--- src/rtl/add_chain_ctrl.sv ---
// add_chain_ctrl: W-bit add/sub over an external 4-bit adder, one nibble per clock; result NIBBLES cycles after accept.
// Holds DONE while out_ready is low (in_ready low in RUN/DONE); define ADD_CHAIN_SAT_EN to saturate on signed overflow.
module add_chain_ctrl #(
  parameter int NIBBLES = 4
) (
  input  logic                   clk,
  input  logic                   rst_n,
  input  logic                   i_in_valid,
  output logic                   o_in_ready,
  input  logic [4*NIBBLES-1:0]   i_op_a,
  input  logic [4*NIBBLES-1:0]   i_op_b,
  input  logic                   i_op_sub,
  output logic [3:0]             o_add_a,
  output logic [3:0]             o_add_b,
  output logic                   o_add_ci,
  input  logic [3:0]             i_add_s,
  input  logic                   i_add_co,
  output logic                   o_out_valid,
  input  logic                   i_out_ready,
  output logic [4*NIBBLES-1:0]   o_result,
  output logic                   o_carry_out,
  output logic                   o_overflow,
  output logic                   o_zero
);

  localparam int W  = 4 * NIBBLES;
  localparam int IW = (NIBBLES > 1) ? $clog2(NIBBLES) : 1;
  localparam logic [IW-1:0] LAST = IW'(NIBBLES - 1);

  typedef enum logic [1:0] {
    S_IDLE = 2'd0,
    S_RUN  = 2'd1,
    S_DONE = 2'd2
  } state_t;

  state_t          r_state;
  logic [W-1:0]    r_a;
  logic [W-1:0]    r_b;
  logic [W-1:0]    r_res;
  logic            r_carry;
  logic [IW-1:0]   r_idx;
  logic [W-1:0]    r_result;
  logic            r_carry_out;
  logic            r_overflow;
  logic            r_zero;
  logic            r_out_valid;

  logic [W-1:0]    w_res_full;
  logic [W-1:0]    w_res_out;
  logic            w_ovf;

  // Adder is driven only while running so it sees quiet inputs otherwise.
  always_comb begin
    o_add_a  = 4'd0;
    o_add_b  = 4'd0;
    o_add_ci = 1'b0;
    if (r_state == S_RUN) begin
      o_add_a  = r_a[4*r_idx +: 4];
      o_add_b  = r_b[4*r_idx +: 4];
      o_add_ci = r_carry;
    end
  end

  // Partial result with the current nibble merged in; on the last step this is the full sum.
  always_comb begin
    w_res_full                = r_res;
    w_res_full[4*r_idx +: 4]  = i_add_s;
  end

  assign w_ovf = (r_a[W-1] == r_b[W-1]) && (i_add_s[3] != r_a[W-1]);

`ifdef ADD_CHAIN_SAT_EN
  always_comb begin
    w_res_out = w_res_full;
    if (w_ovf) begin
      w_res_out = r_a[W-1] ? {1'b1, {(W-1){1'b0}}} : {1'b0, {(W-1){1'b1}}};
    end
  end
`else
  assign w_res_out = w_res_full;
`endif

  always_ff @(posedge clk or negedge rst_n) begin
    if (!rst_n) begin
      r_state     <= S_IDLE;
      r_a         <= '0;
      r_b         <= '0;
      r_res       <= '0;
      r_carry     <= 1'b0;
      r_idx       <= '0;
      r_result    <= '0;
      r_carry_out <= 1'b0;
      r_overflow  <= 1'b0;
      r_zero      <= 1'b0;
      r_out_valid <= 1'b0;
    end else begin
      case (r_state)
        S_IDLE: begin
          if (i_in_valid) begin
            r_a     <= i_op_a;
            r_b     <= i_op_sub ? ~i_op_b : i_op_b;
            r_carry <= i_op_sub;
            r_idx   <= '0;
            r_state <= S_RUN;
          end
        end
        S_RUN: begin
          r_res   <= w_res_full;
          r_carry <= i_add_co;
          r_idx   <= r_idx + IW'(1);
          if (r_idx == LAST) begin
            r_result    <= w_res_out;
            r_carry_out <= i_add_co;
            r_overflow  <= w_ovf;
            r_zero      <= (w_res_out == '0);
            r_out_valid <= 1'b1;
            r_state     <= S_DONE;
          end
        end
        S_DONE: begin
          if (i_out_ready) begin
            r_out_valid <= 1'b0;
            r_state     <= S_IDLE;
          end
        end
        default: r_state <= S_IDLE;
      endcase
    end
  end

  assign o_in_ready  = (r_state == S_IDLE);
  assign o_out_valid = r_out_valid;
  assign o_result    = r_result;
  assign o_carry_out = r_carry_out;
  assign o_overflow  = r_overflow;
  assign o_zero      = r_zero;

endmodule
--- config.mk ---
export PLATFORM = sky130hd
export DESIGN_NAME = add_chain_ctrl
export DESIGN_NICKNAME = d
export VERILOG_FILES = /design/src/rtl/add_chain_ctrl.sv
export SDC_FILE = /design/constraint.sdc
export NUM_CORES = 1
export LEC_CHECK = 0
export ABC_AREA = 1
export BUFFER_PORTS_ARGS = -buffer_cell sky130_fd_sc_hd__buf_2
export CAP_MARGIN = 10
export CORE_MARGIN = 5
export CORE_UTILIZATION = 49
export DETAILED_ROUTE_END_ITERATION = 12
export PLACE_DENSITY_LB_ADDON = 0.2
export SYNTH_ARGS = -nofsm -noshare
export SYNTH_HDL_FRONTEND = slang
export SYNTH_SLANG_ARGS = --single-unit
--- constraint.sdc ---
create_clock -name clk -period 1.9 [get_ports clk]
set_input_delay 0.095 -clock clk [delete_from_list [all_inputs] [get_ports clk]]
set_output_delay 0.095 -clock clk [all_outputs]
set_load 0.02 [all_outputs]
==> results.cfg <==
[run_status]
status = complete, no violations

[setup_path]
worst_setup_path_end_kind = output port
crit_path_start_kind = flip-flop
crit_type = reg -> out
cp_data_arrival_time_ns = 1.67
critPathRequiredTime_ns = 1.80
critPathMaxFanout = 28

[synth]
synth.avg_cell_area_um2 = 7.899
synth_top_family_by_area = simple AND/OR/NAND/NOR gates
synth_area_leaders = dfrtp_1 51%, nand2_1 16%, o21ai_0 7.3%
synth_edf_count = 0
synth_xor_xnor_area_share_pct = 3.942
yosys.area.top_type_share_pct = 51.39
synth_fp_nets = 498
ys_ff_latch = 73
yosysWarnings = 0
synth_simple_gate_area_share_pct = 25.31
synth_compound_area_share_pct = 11.33
synthCells = 450
synth.most_common_cell = nand2_1
synthAdderAreaFrac_pct = 2.112
synth_top_flop_cell = dfrtp_1
yosysTopAreaCell = dfrtp_1
async_reset_ff_share_pct = 100.0
synthesis.area_um2 = 3555
synthTopCellsByCount = 156 x nand2_1, 73 x dfrtp_1, 59 x nor2_1
synthMuxAreaShare_pct = 0
ys_seq_area_share_pct = 51.39
synth.distinct_cells = 25

[timing]
fin_tns_setup_ns = 0
rsz0062_at_grt = no
holdWs_ns = 0.01752
fmax_mhz = 566.7
setup_viol = 0
worst_pin_slew_ns = 0.4669
min_period_over_period_pct = 92.88
fin_crit_ns = 1.765
drv_slew = 0
hold_violations = 0
clock_skew_ns = 0.006904
slew_headroom_pct = 68.87

[global_route]
gr-total-overflow = 0
grt_pass1_vias = 3177
grt_start_max_net_pins = 74
grt_pass1_wl_um = 14030
grt_use_total_pct = 19.78
antenna_found_initial = 0

[clock_network]
cts_buffer_depth = 2
clock-sinks = 73
htree_levels = 3
cts_root_buffer = clkbuf_8
tritoncts.num_buffers = 9
cts_tree = done
clkLatencyLatePin_ns = 0.35
clkTransAtPathRegs_ns = 0.08
postCtsSetupBuffers = 0

[drt]
drt_drc_violations_left = 0
routedWlPerCell_um = 12.77
vias = 3178
first_pass_iters = 5
wl_um = 8248
drtAntennaViolNets = 0
drt_iter0_markers = 166
routed_via_density = 4.920

[die]
start_util_pct = 49.54
core_um2 = 7176
ios = 72
die_h_um = 95.17
die-area_um2 = 9057
die_x_um = 95.17
num_rows = 31

[worst_hold_path]
hold_path.class = in -> reg

[pwr]
power_density_nw_per_um2 = 1718
ir_drop_mv = 0.8946
finalPower_mw = 7.639
leakage_nw = 2.280

[finish]
design_area_um2 = 4447
diodes = 0
syn_to_final_growth_pct = 25.10
drive_gt1_share_pct = 19.01
layout.nets = 590

[place]
port_buffers = 71
place.gp.congestion = 0.8909
detailed_place.area_um2 = 4025
dp_hpwl_um = 5712

[flow_run]
max_cap_violations = 0
power breakdown:
part / internal (mW) / switching, mW
Combinational: 1.22 / 2.35
Sequential: 2.28 / 0.390
Clock: 0.807 / 0.588
cells by family after synthesis:
logic type               after synthesis
AND/OR/NAND/NOR                      231
AO/OA/AOI/OAI                         76
flip-flops                            73
buffers and inverters                 48
XOR/XNOR                              16
adder cells (fa/ha/maj)                6
stage by stage:
stage                     instances  setup WS, ns  utilization (%)
final                           646        0.1353            61.97
after global routing            646       0.01481            61.97
after CTS                       646        0.1468            61.94
after detailed placement        611        0.2012            56.09
after global placement          611        0.2755            56.09
after floorplan                 450       0.03198                -
area by class of cell:
type                       count  area (um2)
tap                           99       123.9
fill                         642        2729
sequential                    73        1827
multi-input combinational    329        1520
timing repair buffer         101       640.6
inverter                      28       106.4
clock buffer                  11       151.4
clock inverter                 5       77.57
layer usage:
metal	GRT usage, %	up-vias	part of all wire, %
li1	-	1607	-
met1	24.81	1464	43
met2	33.35	96	49
met3	4.420	11	6.1
met4	7.332	0	1.3
met5	0	-	0
final timing paths:
check	start	to	slack, ns	depth (start not counted)
max	r_idx[0]	o_add_b[0]	0.14	6
max reg2reg	r_idx[1]	o_zero	0.22	11
min in group asynchronous	rst_n	o_result[6]	0.30	3
min reg2reg	o_result[3]	o_result[3]	0.48	2
max in group asynchronous	rst_n	r_carry	1.29	3
min	i_op_b[0]	r_b[0]	0.02	3
sequential cells by signal (all words and copies together), names as in the netlist:
signal       count
o_result        16
r_a             16
r_b             16
r_res           16
r_idx            2
r_state          2
o_carry_out      1
o_out_valid      1
o_overflow       1
o_zero           1
r_carry          1
worst max-delay path, stage by stage (launching register included):
cell	delay (ns)
dfrtp_1	0.34
buf_4	0.30
nor2_1	0.09
nor2_1	0.11
o21ai_0	0.10
a21oi_1	0.18
buf_2	0.19
layout by cell type, fill, tap and decap left out, types with 2 or more instances in the layout:
cell / synthesis / final
nand2_1: 156 / 156
dfrtp_1: 73 / 73
buf_2: 12 / 71
nor2_1: 59 / 58
o21ai_0: 52 / 48
inv_1: 26 / 26
dlygate4sd3_1: 0 / 19
xnor2_1: 16 / 16
nand3_1: 13 / 13
clkbuf_8: 0 / 11
buf_4: 3 / 10
a21oi_1: 8 / 8
o21ai_1: 3 / 7
a31oi_1: 7 / 7
ha_1: 6 / 6
clkinv_2: 0 / 3
o211ai_1: 2 / 2
bufinv_16: 0 / 2
repair_timing:
item / 4_1_cts / 5_1_grt
setup endpoints to repair: 0 / 1
hold buffers: 19 / 0
resized for setup: 0 / 1
hold endpoints to repair: 91 / 0
Power figures use the tool's default switching activity.
